**src/rtl/wb_mac_array_if.sv**
```systemverilog
// Wishbone classic slave bus bundle for wb_mac_array.
// master: drives stb/cyc/we/sel/dat_i/adr; slave: returns ack/dat_o.
interface wb_mac_array_if;
  logic        wbs_stb_i;
  logic        wbs_cyc_i;
  logic        wbs_we_i;
  logic [3:0]  wbs_sel_i;
  logic [31:0] wbs_dat_i;
  logic [31:0] wbs_adr_i;
  logic        wbs_ack_o;
  logic [31:0] wbs_dat_o;

  modport master (
    output wbs_stb_i, wbs_cyc_i, wbs_we_i,
    output wbs_sel_i, wbs_dat_i, wbs_adr_i,
    input  wbs_ack_o, wbs_dat_o
  );

  modport slave (
    input  wbs_stb_i, wbs_cyc_i, wbs_we_i,
    input  wbs_sel_i, wbs_dat_i, wbs_adr_i,
    output wbs_ack_o, wbs_dat_o
  );
endinterface

```
**src/rtl/wb_mac_array.sv**
```systemverilog
// Wishbone-mapped array of LANES signed MAC lanes, 3-stage pipeline.
// Ports: wb_clk_i/wb_rst_i, wbs (slave bus), irq_o, io_out/io_oeb.
module wb_mac_array #(
  parameter int LANES = 4,
  parameter int DW    = 16,
  parameter int ACCW  = 40,
  parameter int IO_W  = 38
) (
  input  logic            wb_clk_i,
  input  logic            wb_rst_i,
  wb_mac_array_if.slave   wbs,
  output logic            irq_o,
  output logic [IO_W-1:0] io_out,
  output logic [IO_W-1:0] io_oeb
);
  localparam logic [15:0] HMASK = 16'((32'd1 << DW) - 32'd1);
  localparam logic signed [ACCW-1:0] MAXV = {1'b0, {(ACCW-1){1'b1}}};
  localparam logic signed [ACCW-1:0] MINV = {1'b1, {(ACCW-1){1'b0}}};

  logic        ack_q;
  logic [31:0] dat_q;
  logic [31:0] rdata;
  logic [3:0]  ctrl_q, ctrl_n;
  logic        done_q, ovf_q, err_q, irq_q;
  logic        done_n, ovf_n, err_n;
  logic [31:0] oper_q [LANES];

  logic        v0, v1, v2;
  logic [1:0]  mode0, mode1;
  logic        sat0, sat1, sat2;
  logic signed [DW-1:0]   a0 [LANES];
  logic signed [DW-1:0]   b0 [LANES];
  logic signed [2*DW-1:0] prod1 [LANES];
  logic signed [ACCW:0]   sum_c [LANES];
  logic signed [ACCW:0]   sum2 [LANES];
  logic [LANES-1:0]       ovf_c, ovf2;
  logic signed [ACCW-1:0] acc_q [LANES];
  logic signed [ACCW-1:0] res_c [LANES];

  logic       req, wr, busy;
  logic [5:0] idx;
  logic [2:0] lsel;
  logic       lane_ok;
  logic       is_ctrl, is_cmd, is_stat, is_oper, is_acc;
  logic       cmd_wr, go_req, clr_req;
  logic       err_set, do_clr, do_go;
  logic [2:0] w1c;
  logic       unused_adr;

  assign req  = wbs.wbs_stb_i & wbs.wbs_cyc_i & ~ack_q;
  assign wr   = req & wbs.wbs_we_i;
  assign idx  = wbs.wbs_adr_i[7:2];
  assign lsel = idx[3:1];
  assign lane_ok = {29'd0, lsel} < 32'(LANES);
  assign unused_adr = ^{wbs.wbs_adr_i[31:8], wbs.wbs_adr_i[1:0]};

  assign is_ctrl = idx == 6'd0;
  assign is_cmd  = idx == 6'd1;
  assign is_stat = idx == 6'd2;
  assign is_oper = idx[5:4] == 2'b01 && !idx[0] && lane_ok;
  assign is_acc  = idx[5:4] == 2'b10 && lane_ok;

  assign busy    = v0 | v1 | v2;
  assign cmd_wr  = wr & is_cmd & wbs.wbs_sel_i[0];
  assign go_req  = cmd_wr & wbs.wbs_dat_i[0];
  assign clr_req = cmd_wr & wbs.wbs_dat_i[1];
  assign err_set = (go_req | clr_req) & busy;
  assign do_clr  = clr_req & ~busy;
  assign do_go   = go_req & ~clr_req & ~busy;

  assign w1c = (wr & is_stat & wbs.wbs_sel_i[0]) ?
               wbs.wbs_dat_i[3:1] : 3'd0;
  assign ctrl_n = (wr & is_ctrl & wbs.wbs_sel_i[0]) ?
                  wbs.wbs_dat_i[3:0] : ctrl_q;

  // Pipeline sets beat same-cycle software clears.
  assign done_n = (done_q & ~w1c[0] & ~do_clr) | v2;
  assign ovf_n  = (ovf_q & ~w1c[1]) | (v2 & |ovf2);
  assign err_n  = (err_q & ~w1c[2]) | err_set;

  always_comb begin
    logic signed [63:0] ax;
    rdata = '0;
    ax    = '0;
    unique case (1'b1)
      is_ctrl: rdata = {28'd0, ctrl_q};
      is_stat: rdata = {28'd0, err_q, ovf_q, done_q, busy};
      is_oper: begin
        for (int l = 0; l < LANES; l++)
          if (lsel == 3'(l))
            rdata = oper_q[l] & {HMASK, HMASK};
      end
      is_acc: begin
        for (int l = 0; l < LANES; l++)
          if (lsel == 3'(l)) begin
            ax = 64'(acc_q[l]);
            if (idx[0])
              rdata = (ACCW > 32) ? ax[63:32] : 32'd0;
            else
              rdata = ax[31:0];
          end
      end
      default: rdata = '0;
    endcase
  end

  // Stage 2 add/sub in ACCW+1 bits; stage 3 clamp or wrap.
  always_comb begin
    logic signed [ACCW:0] pe, ae;
    pe = '0;
    ae = '0;
    for (int l = 0; l < LANES; l++) begin
      pe = (ACCW+1)'(prod1[l]);
      ae = (ACCW+1)'(acc_q[l]);
      case (mode1)
        2'd1:    sum_c[l] = ae + pe;
        2'd2:    sum_c[l] = ae - pe;
        default: sum_c[l] = pe;
      endcase
      ovf_c[l] = sum_c[l][ACCW] ^ sum_c[l][ACCW-1];
      if (ovf2[l] && sat2)
        res_c[l] = sum2[l][ACCW] ? MINV : MAXV;
      else
        res_c[l] = sum2[l][ACCW-1:0];
    end
  end

  always_ff @(posedge wb_clk_i) begin
    if (wb_rst_i) begin
      ack_q  <= 1'b0;
      dat_q  <= '0;
      ctrl_q <= '0;
      done_q <= 1'b0;
      ovf_q  <= 1'b0;
      err_q  <= 1'b0;
      irq_q  <= 1'b0;
      v0     <= 1'b0;
      v1     <= 1'b0;
      v2     <= 1'b0;
      mode0  <= '0;
      mode1  <= '0;
      sat0   <= 1'b0;
      sat1   <= 1'b0;
      sat2   <= 1'b0;
      ovf2   <= '0;
      for (int l = 0; l < LANES; l++) begin
        oper_q[l] <= '0;
        a0[l]     <= '0;
        b0[l]     <= '0;
        prod1[l]  <= '0;
        sum2[l]   <= '0;
        acc_q[l]  <= '0;
      end
    end else begin
      ack_q  <= req;
      dat_q  <= (req & ~wbs.wbs_we_i) ? rdata : '0;
      ctrl_q <= ctrl_n;
      done_q <= done_n;
      ovf_q  <= ovf_n;
      err_q  <= err_n;
      irq_q  <= done_n & ctrl_n[3];
      v0 <= do_go;
      v1 <= v0;
      v2 <= v1;
      if (do_go) begin
        mode0 <= ctrl_q[1:0];
        sat0  <= ctrl_q[2];
      end
      mode1 <= mode0;
      sat1  <= sat0;
      sat2  <= sat1;
      ovf2  <= ovf_c;
      for (int l = 0; l < LANES; l++) begin
        if (wr && is_oper && lsel == 3'(l))
          for (int b = 0; b < 4; b++)
            if (wbs.wbs_sel_i[b])
              oper_q[l][8*b +: 8] <= wbs.wbs_dat_i[8*b +: 8];
        if (do_go) begin
          a0[l] <= oper_q[l][DW-1:0];
          b0[l] <= oper_q[l][16 +: DW];
        end
        prod1[l] <= (2*DW)'(a0[l]) * (2*DW)'(b0[l]);
        sum2[l]  <= sum_c[l];
        if (do_clr)
          acc_q[l] <= '0;
        else if (v2)
          acc_q[l] <= res_c[l];
      end
    end
  end

  assign wbs.wbs_ack_o = ack_q;
  assign wbs.wbs_dat_o = dat_q;
  assign irq_o  = irq_q;
  assign io_out = IO_W'({ovf_q, done_q, busy});
  assign io_oeb = '0;
endmodule

```
**src/flat_wrapper.sv**
```systemverilog
// flat-port wrapper written by rule: the top's interface ports become plain ports
module wb_mac_array_flat 
#(
  parameter int LANES = 4,
  parameter int DW    = 16,
  parameter int ACCW  = 40,
  parameter int IO_W  = 38
)
  (wb_clk_i, wb_rst_i, irq_o, io_out, io_oeb, wbs_wbs_stb_i, wbs_wbs_cyc_i, wbs_wbs_we_i, wbs_wbs_sel_i, wbs_wbs_dat_i, wbs_wbs_adr_i, wbs_wbs_ack_o, wbs_wbs_dat_o);
  wb_mac_array_if wbs_i ();
  input  logic wb_clk_i;
  input  logic wb_rst_i;
  output logic irq_o;
  output logic [IO_W-1:0] io_out;
  output logic [IO_W-1:0] io_oeb;
  input wire logic [$bits(wbs_i.wbs_stb_i)-1:0] wbs_wbs_stb_i;
  input wire logic [$bits(wbs_i.wbs_cyc_i)-1:0] wbs_wbs_cyc_i;
  input wire logic [$bits(wbs_i.wbs_we_i)-1:0] wbs_wbs_we_i;
  input wire logic [$bits(wbs_i.wbs_sel_i)-1:0] wbs_wbs_sel_i;
  input wire logic [$bits(wbs_i.wbs_dat_i)-1:0] wbs_wbs_dat_i;
  input wire logic [$bits(wbs_i.wbs_adr_i)-1:0] wbs_wbs_adr_i;
  output wire logic [$bits(wbs_i.wbs_ack_o)-1:0] wbs_wbs_ack_o;
  output wire logic [$bits(wbs_i.wbs_dat_o)-1:0] wbs_wbs_dat_o;
  assign wbs_i.wbs_stb_i = wbs_wbs_stb_i;
  assign wbs_i.wbs_cyc_i = wbs_wbs_cyc_i;
  assign wbs_i.wbs_we_i = wbs_wbs_we_i;
  assign wbs_i.wbs_sel_i = wbs_wbs_sel_i;
  assign wbs_i.wbs_dat_i = wbs_wbs_dat_i;
  assign wbs_i.wbs_adr_i = wbs_wbs_adr_i;
  assign wbs_wbs_ack_o = wbs_i.wbs_ack_o;
  assign wbs_wbs_dat_o = wbs_i.wbs_dat_o;
  wb_mac_array #(.LANES(LANES), .DW(DW), .ACCW(ACCW), .IO_W(IO_W)) u_core (.wb_clk_i(wb_clk_i), .wb_rst_i(wb_rst_i), .wbs(wbs_i), .irq_o(irq_o), .io_out(io_out), .io_oeb(io_oeb));
endmodule
```
**config.mk**
```make
export PLATFORM = sky130hd
export DESIGN_NAME = wb_mac_array_flat
export DESIGN_NICKNAME = d
export VERILOG_FILES = /design/src/rtl/wb_mac_array_if.sv /design/src/rtl/wb_mac_array.sv /design/src/flat_wrapper.sv
export SDC_FILE = /design/constraint.sdc
export NUM_CORES = 2
export LEC_CHECK = 0
export ABC_AREA = 1
export CELL_PAD_IN_SITES_DETAIL_PLACEMENT = 1
export CELL_PAD_IN_SITES_GLOBAL_PLACEMENT = 1
export CORE_MARGIN = 2
export CORE_UTILIZATION = 45
export DETAILED_ROUTE_END_ITERATION = 12
export DONT_BUFFER_PORTS = 1
export PLACE_DENSITY = 0.8
export SYNTH_ARGS = -nofsm -noshare
export SYNTH_HDL_FRONTEND = slang
export SYNTH_SLANG_ARGS = --single-unit
```
**constraint.sdc**
```tcl
create_clock -name wb_clk_i -period 15.1 [get_ports wb_clk_i]
set_input_delay 3.02 -clock wb_clk_i [delete_from_list [all_inputs] [get_ports wb_clk_i]]
set_output_delay 3.02 -clock wb_clk_i [all_outputs]
set_load 0.1 [all_outputs]
```
# == Word level (Yosys, flattened, before mapping) ==
# Memory sizes are Yosys's and may differ from the RTL's.
# Index checks and enable logic that the tools add are counted.
# W data, S select, Z words.
# totals
reg_bits,55
mem_bits_rw,708
inputBits,73
output_inout_bits,110
elab_cells,275
n_memories,6
# mem_list
memory,words,word_bits,read_ports,rd_ports_with_merged_regs,write_ports,line,rtl
u_core.sum2,4,41,4,0,4,wb_mac_array.sv:35,logic signed [ACCW:0] sum2 [LANES];
u_core.acc_q,4,40,4,0,4,wb_mac_array.sv:37,logic signed [ACCW-1:0] acc_q [LANES];
u_core.oper_q,4,32,4,0,4,wb_mac_array.sv:26,logic [31:0] oper_q [LANES];
u_core.prod1,4,32,4,0,4,wb_mac_array.sv:33,logic signed [2*DW-1:0] prod1 [LANES];
u_core.a0,4,16,4,0,4,wb_mac_array.sv:31,logic signed [DW-1:0] a0 [LANES];
u_core.b0,4,16,4,0,4,wb_mac_array.sv:32,logic signed [DW-1:0] b0 [LANES];
# op_classes
n_bitwise,81
mux,132
n_reduce_logical,17
n_eq_ne,9
magnitude_cmp,1
add_sub_neg,8
mul,4
# op_table
cell,n
$mux W40,16
$mux W32,16
$pmux W41 S2,4
$add A40 B32 Y41,4
$mux W41,4
$sub A40 B32 Y41,4
$mul A16 B16 Y32,4
$mux W16,8
$mux W8,16
$pmux W32 S4,1
$mux W1,65
$or A1 B1 Y1,46
$and A1 B1 Y1,22
$logic_and A1 B1 Y1,12
$not A1 Y1,9
$eq A3 B2 Y1 const B,2
$eq A6 B1 Y1 const B,1
$eq A6 B2 Y1 const B,1
$logic_not A6 Y1,1
$eq A2 B1 Y1 const B,2
$eq A2 B2 Y1 const B,2
$mux W4,1
$reduce_or A4 Y1,1
$xor A1 B1 Y1,4
other kinds (6),6

# == Logic depth before layout (Yosys ltp) ==
# logic_depth
ltp_word,13
mapped_depth,29
depth_no_buf,28

# == Least setup slack after synthesis ==
# Ideal clock, no wire load.
# synth_timing
path_kind,in2reg
start,input port wb_rst_i
end,memory u_core.acc_q[0][0] (enable)
path_buffers,2
cell_stages,5
required_ns,13.739
t_arrival_ns,6.595
setup_ns,1.361
setup_slack_ns,7.143
cell_sequence,clkbuf_1 inv_2 nand2_1 clkbuf_1 nand3_1
# synth_rtl
item,line,rtl
"start, declared",flat_wrapper.sv:12,input logic wb_rst_i;
"end, declared",wb_mac_array.sv:37,

==> results.md <==
- Pwr/cell area: 121.2 nW/um2
- H-tree levels: 3
- Reg2Reg Setup Slack: 8.33 ns
- Sw frac: 47.91%
- Post-layout minimum cycle time: 6.766 ns
- Critical Path RT: 15.70 ns
- Flop pwr share: 25.0%
- Post-synth EDFFs: 416
- Hold WC Path Type: reg2reg
- Clock power frac: 21.0%
- Sink Count: 763
- Remaining Overflow, GRT: 0
- Largest net degree at the start of global routing: 181
- Ys async rst share: 0%
- Via Count: 74,452
- Post-synth top area share: 24.51%
- Dpl hpwl: 252.2 mm
- Rows: 160
- Final core utilization: 47.80%
- Die Wd: 441.0 um
- #FFs+latches synth: 763
- Final hold vios: 0
- Slew @ Worst Pin: 1.383 ns
- Hold Buf Count CTS: 0
- Outcome: finished clean
- Final TNS setup: 0 ns
- Relative slew slack: 6.851%
- Vias in the first global route: 80,369
- Via/cell ratio: 5.461
- Largest cells by area after synthesis: fa_1 (25%), edfxtp_1 (15%), inv_1 (12%)
- I/O pins: 183
- # Max-Cap Violations: 0
- First-pass GRT wire length: 481.0 mm
- Clock latency on the worst-skew pair: 0.75 ns
- GPL Wtd Cong: 1.006
- Die area: 194,500 um2
- Routed len/inst: 23.06 um
- LEAKAGE: 0.04775 uW
- Switching power: 5273 uW
- Drt pass-1 iters: 5
- Clock root cell: clkbuf_16
- Total CTS buffers: 85
- Peak VDD IR: 100.1 uV
- Most frequent cell after synthesis: inv_1
- Average size of a mapped cell: 7.599 um2
- Hold path start: u_core.sat1
- Depth of the most critical reg-to-reg path: 18
- TritonCTS clock tree: built
- Setup Skew: 0.05121 ns
- Max Fclk: 0.1478 GHz
- Min-Delay Endpoint: u_core.sat2
- Hold Path Cell Cnt: 2
- RSZ-0062 raised after global routing: false
- Final ANT Viol Nets: 0
- Area leader, netlist: fa_1
- Post-CTS setup buffers: 0
- Warnings from Yosys: 0
- Post-Syn Area: 85,930 um2
- Syn Inst Count: 11,308
- Comb power frac: 54.0%
- PortBufs: 0
- Max incr delay on CP: 0.95 ns
- Clock buffer depth: 3
- CTS clk-pin slew, worst paths: 0.06 ns
- Critical Path End Type: flop
- Core ar.: 190,000 um2
- Drt initial violations: 5,870
- Antenna violations before repair: 32
- Nets@finish: 12,647
- Crit Reg-Reg Startpoint: u_core.b0[0][49]
- Starting Density: 45.23%
- Area Overhead vs Synth: 5.679%
- Total GRT Usage: 32.53%
- Unique masters post-synth: 61
- Final Cycle Share: 44.81%
- Reg-to-Reg End: u_core.prod1[3][24]
- Ys flop type: edfxtp_1
- Layout cells sized above 1: 3.351%
- Setup violators final: 0
- Critical Path AT: 7.36 ns
- CP Max Fanout: 16
- Slew Limit Fails: 0
- Critical Path Source Type: flop
- Most frequent CP cell: fa_1
- Cell Int Power: 5733 uW
- # DRC: 0
- Routed wire length: 314.3 mm
- WS Path Type: reg2reg
- Worst path cell trace: nand2_1 -> inv_1 -> fa_1 -> fa_1 -> fa_1 -> fa_1 -> fa_1 -> inv_1 -> fa_1 -> inv_1 -> ha_1 -> nand2_1 -> nor2_1 -> inv_1 -> o311ai_0 -> nand2_1 -> nand2_1 -> nor2_1
- Die Height: 441.0 um
- Sequential share of the synthesized area: 22.62%
- Cts repair resizes: 0
- CP max stage cell: fa_1
- Layout filler cell count: 23,625
- Ranking of synthesized cells by instance count: inv_1 (2,661), nand2_1 (2,434), fa_1 (1,052), nor2_1 (1,030), a21oi_1 (673)
==> placed cells by master (no fill, tap or decap), drive strengths merged, types with 8 or more instances in the layout <==
| cell type | netlist | routed |
|---|---|---|
| a211oi | 9 | 9 |
| a21boi | 16 | 16 |
| a21o | 21 | 21 |
| a21oi | 674 | 674 |
| a221oi | 30 | 30 |
| a31oi | 49 | 49 |
| and3 | 8 | 8 |
| buf | 126 | 74 |
| bufinv | 0 | 11 |
| clkbuf | 386 | 108 |
| clkinv | 7 | 37 |
| clkinvlp | 0 | 9 |
| conb | 1 | 73 |
| dfxtp | 347 | 347 |
| diode | 0 | 21 |
| edfxtp | 416 | 416 |
| fa | 1052 | 1052 |
| ha | 493 | 493 |
| inv | 2668 | 2670 |
| nand2 | 2436 | 2436 |
| nand3 | 296 | 296 |
| nand4 | 57 | 57 |
| nor2 | 1128 | 1128 |
| nor3 | 85 | 85 |
| nor4 | 20 | 20 |
| o211a | 8 | 8 |
| o211ai | 8 | 8 |
| o21a | 52 | 52 |
| o21ai | 505 | 505 |
| o21bai | 49 | 49 |
| o221ai | 29 | 29 |
| o22ai | 8 | 8 |
| o311ai | 25 | 25 |
| o31ai | 9 | 9 |
| or2 | 23 | 23 |
| xnor2 | 55 | 55 |
| xor2 | 177 | 177 |
==> worst max-delay path by stage <==
stage / start / end
finish: u_core.b0[0][49] / u_core.prod1[3][24]
global route: u_core.b0[0][49] / u_core.prod1[3][24]
CTS: u_core.b0[0][49] / u_core.prod1[3][24]
detailed placement: wbs_wbs_adr_i[4] / u_core.b0[0][58]
global placement: wbs_wbs_adr_i[2] / u_core.oper_q[0][59]
floorplan: wb_rst_i / u_core.acc_q[0][0]
==> critical path: cells and delay by family, from the launching register on <==
family	cells	cell delay, ns
adders and majority gates	7	3.99
DFF	1	0.94
and+or+nand+nor	6	0.81
AOI/OAI and AO/OA	1	0.49
buffers and inverters	4	0.37
==> registers in the layout, indices dropped and copies added, names as in the netlist, 2 cells and up <==
register,flops
u_core.a0,64
u_core.acc_q,160
u_core.b0,64
u_core.ctrl_q,4
u_core.mode0,2
u_core.mode1,2
u_core.oper_q,128
u_core.ovf2,4
u_core.prod1,128
u_core.sum2,164
u_core.wbs.wbs_dat_o,32
==> per-stage QoR <==
| stage | worst slack [ns] | hold slack, ns | cells | power (uW) | area, um2 |
|---|---|---|---|---|---|
| 3_5_place_dp | 8.369 | 0.4093 | 13453 | 8614 | 87650 |
| 2_1_floorplan | 7.143 | 0.3883 | 11380 | 6804 | 86200 |
| 3_3_place_gp | 8.473 | 0.3987 | 13453 | 8417 | 87650 |
| 5_1_grt | 7.967 | 0.4546 | 13626 | 11880 | 90790 |
| 4_1_cts | 8.335 | 0.4221 | 13613 | 10990 | 90750 |
| 6_report | 8.334 | 0.4199 | 13634 | 11010 | 90810 |
==> routing by layer <==
| layer | share of wire, % | track usage (%) |
|---|---|---|
| met3 | 5.9 | 3.619 |
| met1 | 41 | 41.42 |
| met4 | 5.8 | 16.91 |
| met2 | 48 | 54.49 |
| met5 | 0.025 | 0 |
==> cell type report <==
| cell class | count | area (um2) | area share, % |
|---|---|---|---|
| Multi-Input combinational cell | 7430 | 54470 | 59.98 |
| Sequential cell | 763 | 19440 | 21.41 |
| Tap cell | 2511 | 3142 | 3.460 |
| Clock inverter | 52 | 723.2 | 0.7964 |
| Inverter | 2675 | 10050 | 11.07 |
| Antenna cell | 21 | 52.55 | 0.05787 |
| Clock buffer | 108 | 2379 | 2.619 |
| Timing Repair Buffer | 74 | 555.5 | 0.6118 |
==> kinds of logic (layout without fill, tap and decap cells) <==
family          Yosys count  in the layout  share of synthesized area [%]
simple gates           4067           4067                          19.07
flops                   763            763                          22.62
buf+inv                3187           2909                          14.37
mux                       3              3                        0.03495
fa+ha+maj              1545           1545                          31.69
compound gates         1510           1510                          9.842
other cells               1             94                       0.004364
xor+xnor                232            232                          2.365
==> power by group through the flow <==
stage	clock network, uW	logic, uW	registers [uW]
5_1_grt	2410	6720	2750
3_5_place_dp	0	5850	2760
2_1_floorplan	0	4220	2580
4_1_cts	2330	5930	2730
3_3_place_gp	0	5660	2760
6_report	2310	5950	2750
Note: power is estimated with default switching activity, not from simulation.
